[src/rtl/mux21_arbiter.sv]
// Two-requester round-robin arbiter driving a shared 2:1 mux with a registered output channel.
// Define MUX21_ARB_BURST_LIMIT_EN to cap each owner at BURST_MAX consecutive grant cycles under contention.

module mux21_arbiter_chk #(
  parameter int BURST_MAX = 4
) (
  input logic clk,
  input logic rst,
  input logic gnt0,
  input logic gnt1,
  input logic S,
  input logic Y_valid
);

  a_burst_max_legal: assert property (@(posedge clk) BURST_MAX >= 1);

  a_grant_onehot: assert property (@(posedge clk) disable iff (rst) !(gnt0 && gnt1));

  a_select_follows_gnt1: assert property (@(posedge clk) disable iff (rst) S == gnt1);

  a_reset_clears: assert property (@(posedge clk) rst |=> (!gnt0 && !gnt1 && !Y_valid));

endmodule

module mux21_arbiter #(
  parameter int WIDTH     = 8,
  parameter int BURST_MAX = 4
) (
  input  logic             clk,
  input  logic             rst,
  input  logic             req0,
  input  logic             req1,
  input  logic [WIDTH-1:0] D0,
  input  logic [WIDTH-1:0] D1,
  output logic             gnt0,
  output logic             gnt1,
  output logic             S,
  output logic [WIDTH-1:0] Y,
  output logic             Y_valid
);

  typedef enum logic [1:0] {
    IDLE = 2'd0,
    G0   = 2'd1,
    G1   = 2'd2
  } state_t;

  state_t           state_q, state_d;
  logic             last_q, last_d;
  logic             gnt0_q, gnt1_q, s_q;
  logic [WIDTH-1:0] y_q, y_d;
  logic             y_valid_q;
  logic             xfer_s;
  logic             limit_s;

`ifdef MUX21_ARB_BURST_LIMIT_EN
  localparam int CW = $clog2(BURST_MAX + 1);

  logic [CW-1:0] cnt_q, cnt_d;

  assign limit_s = (cnt_q == CW'(BURST_MAX));

  // Burst counter: 1 on the first grant cycle of an owner, saturating at BURST_MAX.
  always_comb begin
    cnt_d = cnt_q;
    if (state_d == IDLE) begin
      cnt_d = {CW{1'b0}};
    end else if (state_d != state_q) begin
      cnt_d = CW'(1);
    end else if (limit_s) begin
      cnt_d = cnt_q;
    end else begin
      cnt_d = cnt_q + CW'(1);
    end
  end

  // Burst counter register.
  always_ff @(posedge clk) begin
    if (rst) begin
      cnt_q <= {CW{1'b0}};
    end else begin
      cnt_q <= cnt_d;
    end
  end
`else
  assign limit_s = 1'b0;
`endif

  assign xfer_s = (gnt0_q & req0) | (gnt1_q & req1);

  // Next-state: a contended tie goes to the requester that was not served last.
  always_comb begin
    state_d = state_q;
    case (state_q)
      IDLE: begin
        if (req0 && req1) begin
          state_d = last_q ? G0 : G1;
        end else if (req0) begin
          state_d = G0;
        end else if (req1) begin
          state_d = G1;
        end else begin
          state_d = IDLE;
        end
      end
      G0: begin
        if (req0 && !(req1 && limit_s)) begin
          state_d = G0;
        end else if (req1) begin
          state_d = G1;
        end else begin
          state_d = IDLE;
        end
      end
      G1: begin
        if (req1 && !(req0 && limit_s)) begin
          state_d = G1;
        end else if (req0) begin
          state_d = G0;
        end else begin
          state_d = IDLE;
        end
      end
      default: begin
        state_d = IDLE;
      end
    endcase
  end

  // Owner pointer and output-channel next values.
  always_comb begin
    last_d = last_q;
    y_d    = y_q;
    if (state_d == G0) begin
      last_d = 1'b0;
    end else if (state_d == G1) begin
      last_d = 1'b1;
    end else begin
      last_d = last_q;
    end
    if (xfer_s) begin
      y_d = s_q ? D1 : D0;
    end else begin
      y_d = y_q;
    end
  end

  // Arbiter state with grant/select decoded from the next state so they leave flops.
  always_ff @(posedge clk) begin
    if (rst) begin
      state_q   <= IDLE;
      last_q    <= 1'b1;
      gnt0_q    <= 1'b0;
      gnt1_q    <= 1'b0;
      s_q       <= 1'b0;
      y_q       <= {WIDTH{1'b0}};
      y_valid_q <= 1'b0;
    end else begin
      state_q   <= state_d;
      last_q    <= last_d;
      gnt0_q    <= (state_d == G0);
      gnt1_q    <= (state_d == G1);
      s_q       <= (state_d == G1);
      y_q       <= y_d;
      y_valid_q <= xfer_s;
    end
  end

  assign gnt0    = gnt0_q;
  assign gnt1    = gnt1_q;
  assign S       = s_q;
  assign Y       = y_q;
  assign Y_valid = y_valid_q;

  mux21_arbiter_chk #(
    .BURST_MAX (BURST_MAX)
  ) u_chk (
    .clk     (clk),
    .rst     (rst),
    .gnt0    (gnt0_q),
    .gnt1    (gnt1_q),
    .S       (s_q),
    .Y_valid (y_valid_q)
  );

endmodule

[config.mk]
export PLATFORM = sky130hd
export DESIGN_NAME = mux21_arbiter
export DESIGN_NICKNAME = d
export VERILOG_FILES = /design/src/rtl/mux21_arbiter.sv
export SDC_FILE = /design/constraint.sdc
export NUM_CORES = 1
export LEC_CHECK = 0
export CAP_MARGIN = 20
export CELL_PAD_IN_SITES_DETAIL_PLACEMENT = 0
export CELL_PAD_IN_SITES_GLOBAL_PLACEMENT = 1
export CORE_MARGIN = 2
export CORE_UTILIZATION = 46
export CTS_BUF_LIST = sky130_fd_sc_hd__clkbuf_8
export CTS_CLUSTER_SIZE = 40
export DETAILED_ROUTE_END_ITERATION = 12
export DONT_BUFFER_PORTS = 1
export PLACE_DENSITY_LB_ADDON = 0.1
export RECOVER_POWER = 50
export SYNTH_ARGS = -nofsm -noshare
export SYNTH_HDL_FRONTEND = slang
export SYNTH_SLANG_ARGS = --single-unit
[constraint.sdc]
create_clock -name clk -period 1.7 [get_ports clk]
set_input_delay 0.17 -clock clk [delete_from_list [all_inputs] [get_ports clk]]
set_output_delay 0.17 -clock clk [all_outputs]
set_load 0.02 [all_outputs]
==> Word level (Yosys, flattened, before mapping) <==
Cells that the tools add are included.
{ "totals": {"output_inout_bits": 12, "input_bits": 20, "wordCells": 26, "reg_bits": 14} }
{ "classes": {"n_reduce_logical": 3, "n_mux": 10, "bitwise": 3, "eq_ne": 4} }
{ "ops": {"columns": ["cell", "count"], "rows": [
  ["$mux 2", 5],
  ["$mux 8", 1],
  ["$pmux 2 s3", 1],
  ["$eq 2x1->1 const B", 2],
  ["$eq 2x2->1 const B", 2],
  ["$mux 1", 3],
  ["$and 1x1->1", 2],
  ["$logic_not 2->1", 1],
  ["$reduce_bool 2->1", 1],
  ["$logic_and 1x1->1", 1],
  ["$or 1x1->1", 1]
]} }

==> Depth between registers and ports, before layout <==
{ "depth": {"depth_word": 7, "depth_mapped": 7, "depth_no_buf": 7} }

==> Least setup slack after synthesis <==
Ideal clock, no wire load.
{ "synth_path": {"path_type": "reg-to-reg", "from": "register s_q, in the netlist S", "to": "register y_q[7], in the netlist Y[7]", "required_time_ps": 1557, "t_arrival_ps": 1201, "stages_incl_launch_ff": 7, "n_path_buf": 3, "period_less_slack_ps": 1344, "setup_time_ps": 143, "slack_ps": 356, "path_cell_list": "dfxtp_1 > buf_6 > a22o_4 > buf_6 > buf_12 > nor2_1 > a211oi_2"} }
{ "synth_between": {"elab_chain_cells": 2, "word_cells_on_any_way": 3, "classes_between": "mux (1); bitwise (2)"} }
{ "synth_lines": {"columns": ["item", "line_no", "rtl"], "rows": [
  ["from (decl)", "50", "logic gnt0_q, gnt1_q, s_q;"],
  ["from (signal assigned)", "163", "s_q <= (state_d == G1);"],
  ["$and 1x1->1", null, null],
  ["$or 1x1->1", null, null],
  ["to (signal assigned)", "156", "y_q <= {WIDTH{1'b0}};"],
  ["to (signal assigned)", "164", "y_q <= y_d;"],
  ["to (decl)", "51", "logic [WIDTH-1:0] y_q, y_d;"]
]} }
Several ways; a longest one is shown, not always the timed one.
A chain may end at the register's enable or synchronous reset.

==> Worst setup path after layout <==
{ "layout_path": {"from": "register last_q", "to": "register last_q"} }
{ "layout_between": {"elab_chain_cells": 5, "word_cells_on_any_way": 7, "classes_between": "eq/ne (2); mux (4); reduce/logical (1)"} }
{ "layout_lines": {"columns": ["item", "line_no", "rtl"], "rows": [
  ["from (decl)", "49", "logic last_q, last_d;"],
  ["from (signal assigned)", "160", "last_q <= last_d;"],
  ["$mux 2 (*)", "97", "state_d = last_q ? G0 : G1;"],
  ["$mux 2 (*)", "96", "if (req0 && req1) begin"],
  ["$pmux 2 s3 (*)", "94", "case (state_q)"],
  ["$eq 2x1->1 / $eq 2x2->1 (equally long branches)", "134, 136", null],
  ["$mux 1 / $reduce_bool 2->1 (equally long branches)", null, null]
]} }
Every way passes the cells marked *; elsewhere a longest branch is shown, timed or not.

==> results.sh <==
export IMPL_cts_buffers=3
export IMPL_endpoint_kind="register"
export IMPL_grt_pass1_wl_mm=1.925
export IMPL_drt_iter0_drc=3
export IMPL_post_cts_buffers=0
export IMPL_drive_gt1_share_pct=23.88
export IMPL_tns_ns=0
export IMPL_fin_util_pct=50.77
export IMPL_initial_core_util_pct=47.62
export IMPL_nFillCells=160
export IMPL_clock_fmax_ghz=0.6729
export IMPL_cp_top_family="compound AO/OA/AOI/OAI gates"
export IMPL_start_kind="register"
export IMPL_clkTransAtPathRegs_ns=0.06
export IMPL_io_buffers=0
export IMPL_yosys_warnings=0
export IMPL_cts_tree="yes"
export IMPL_synthTopCellsByArea="dfxtp_1, a211oi_2, mux2i_1"
export IMPL_holdWs_ns=0.04850
export IMPL_ant_nets=0
export IMPL_cpMaxStageDelayCell="o21ai_0"
export IMPL_wl_per_cell_um=14.01
export IMPL_die_w_um=43.03
export IMPL_dp_hpwl_um=857.8
export IMPL_yosysUniqueCellTypes=19
export IMPL_syn_avg_cell_area_um2=10.78
export IMPL_timing_critical_path_buf_inv=0
export IMPL_hp_class="input pin to register"
export IMPL_finalCritPeriodShare_pct=87.42
export IMPL_area_growth_pct=6.607
export IMPL_yosysMostFrequentCell="dfxtp_1"
export IMPL_boundaryPins=32
export IMPL_drc=0
export IMPL_finalClockSkew_ns=0.004164
export IMPL_rsz0062_at_grt="no"
export IMPL_synth_cells=65
export IMPL_gp_congestion=0.7553
export IMPL_p_per_area_mw_per_mm2=1095
export IMPL_cts_max_level=1
export IMPL_worst_slew_pin_slew_ns=0.5806
export IMPL_cap_violations=0
export IMPL_yosys_area_top_type="dfxtp_1"
export IMPL_critical_path_required_ns=1.84
export IMPL_clk_latency_ns=0.24
export IMPL_synth_top_area_share_pct=40.00
export IMPL_async_reset_ff_share_pct=0
export IMPL_syn_cell_area_um2=700.7
export IMPL_multi_input_area_um2=351.6
export IMPL_min_period_ns=1.486
export IMPL_status="completed"
export IMPL_max_stage_delay_ns=0.34
export IMPL_path_cells="o21ba_2 > o21ai_0 > ha_1 > mux2i_1 > nand2_1"
export IMPL_synth_fp_nets=88
export IMPL_slew_violations=0
export IMPL_die_h_um=43.03
export IMPL_cts_root_buf="clkbuf_8"
export IMPL_synth_seq_area_share_pct=40.00
export IMPL_synth_seq_cells=14
export IMPL_setup_viol=0
export IMPL_placementRows=14
export IMPL_synthTopCellsByCount="dfxtp_1, nor2_1, mux2i_1, a211oi_2, inv_1"
export IMPL_power_leakage_nw=0.2884
export IMPL_antenna_found_initial=0
export IMPL_final_nets=91
export IMPL_wl_mm=1.163
export IMPL_yosys_most_used_dff="dfxtp_1"
export IMPL_detail_route_first_pass_iterations=4
export IMPL_path_class="register to register"
export IMPL_crit_path_max_fanout=3
export IMPL_core_area_mm2=0.001471
export IMPL_dieArea_mm2=0.001852
export IMPL_total_power_mw=0.8178
export IMPL_grt_use_total_pct=13.86
export IMPL_overflow=0
export IMPL_final_hold_viol_count=0
export IMPL_slew_headroom_pct=61.17
export IMPL_cts_buffer_depth=2
export IMPL_final_seq_area_um2=280.3
export IMPL_grt_pass1_vias=420
export IMPL_clock_sinks=14
export IMPL_via_per_inst=5.458
export IMPL_grt_max_degree=18
export IMPL_synth_edf_count=0
export IMPL_vias=453
export IMPL_vdd_drop_max_mv=0.5137
export IMPL_diodes=0
export IMPL_crit_arrival_ns=1.63
## routing by layer
metal  share of wire, %  GRT usage [%]
met5                  0              0
met2                 44          18.18
met4                  0          5.455
met3                9.8          5.106
met1                 46          20.26
## logic make-up after synthesis
family,synth area share (%)
fa+ha+maj,5.358
simple gates,9.107
mux,12.86
buf+inv,9.821
compound gates,22.86
flops,40.00
## repair_timing
action	4_1_cts	5_1_grt
hold endpoints to repair	11	0
hold buffers	1	0
gates resized for setup	0	0
## where the power goes
group | internal, mW | leakage, nW | total (mW) | switching, mW
clock network | 0.205 | 0.0288 | 0.323 | 0.118
registers | 0.352 | 0.115 | 0.389 | 0.0374
logic | 0.0489 | 0.145 | 0.106 | 0.0568
## worst paths after layout
kind | start | endpoint | slack [ns] | cells past startpoint
max | last_q | last_q | 0.21 | 5
min | rst | last_q | 0.05 | 2
max reg2reg | last_q | last_q | 0.21 | 5
min reg2reg | last_q | last_q | 0.51 | 2
## cells in the final DEF, fill, tap and decap left out, drive strengths merged
cell type,instances
a211oi,8
a21oi,1
a22o,1
and2,1
buf,2
clkbuf,4
dfxtp,14
dlygate4sd3,1
ha,3
inv,4
mux2i,9
nand2,1
nor2,11
nor2b,2
o211a,1
o21a,1
o21ai,2
o21ba,1
## final cells by class
type | count | share of cell area [%]
Sequential cell | 14 | 37.52
Inverter | 4 | 2.010
Timing Repair Buffer | 3 | 3.350
Tap cell | 16 | 2.680
Multi-Input combinational cell | 42 | 47.07
Clock buffer | 4 | 7.370
## registers in the layout, indices dropped and copies added (netlist names)
name,flops
Y,8
state_q,2
S,1
Y_valid,1
gnt0,1
last_q,1
## worst register-to-register path, stage by stage (launching register included)
cell	delay [ns]
dfxtp_1	0.32
o21ba_2	0.20
o21ai_0	0.34
ha_1	0.31
mux2i_1	0.15
nand2_1	0.06
## per-stage QoR
| stage | setup WS (ns) | instances | instance area (um2) |
|---|---|---|---|
| 4_1_cts | 0.1939 | 83 | 747.0 |
| 3_3_place_gp | 0.2997 | 78 | 681.9 |
| 6_report | 0.2138 | 83 | 747.0 |
| 2_1_floorplan | 0.3557 | 65 | 700.7 |
| 3_5_place_dp | 0.2068 | 78 | 681.9 |
| 5_1_grt | 0.01405 | 83 | 747.0 |
(Power assumes the default switching activity.)
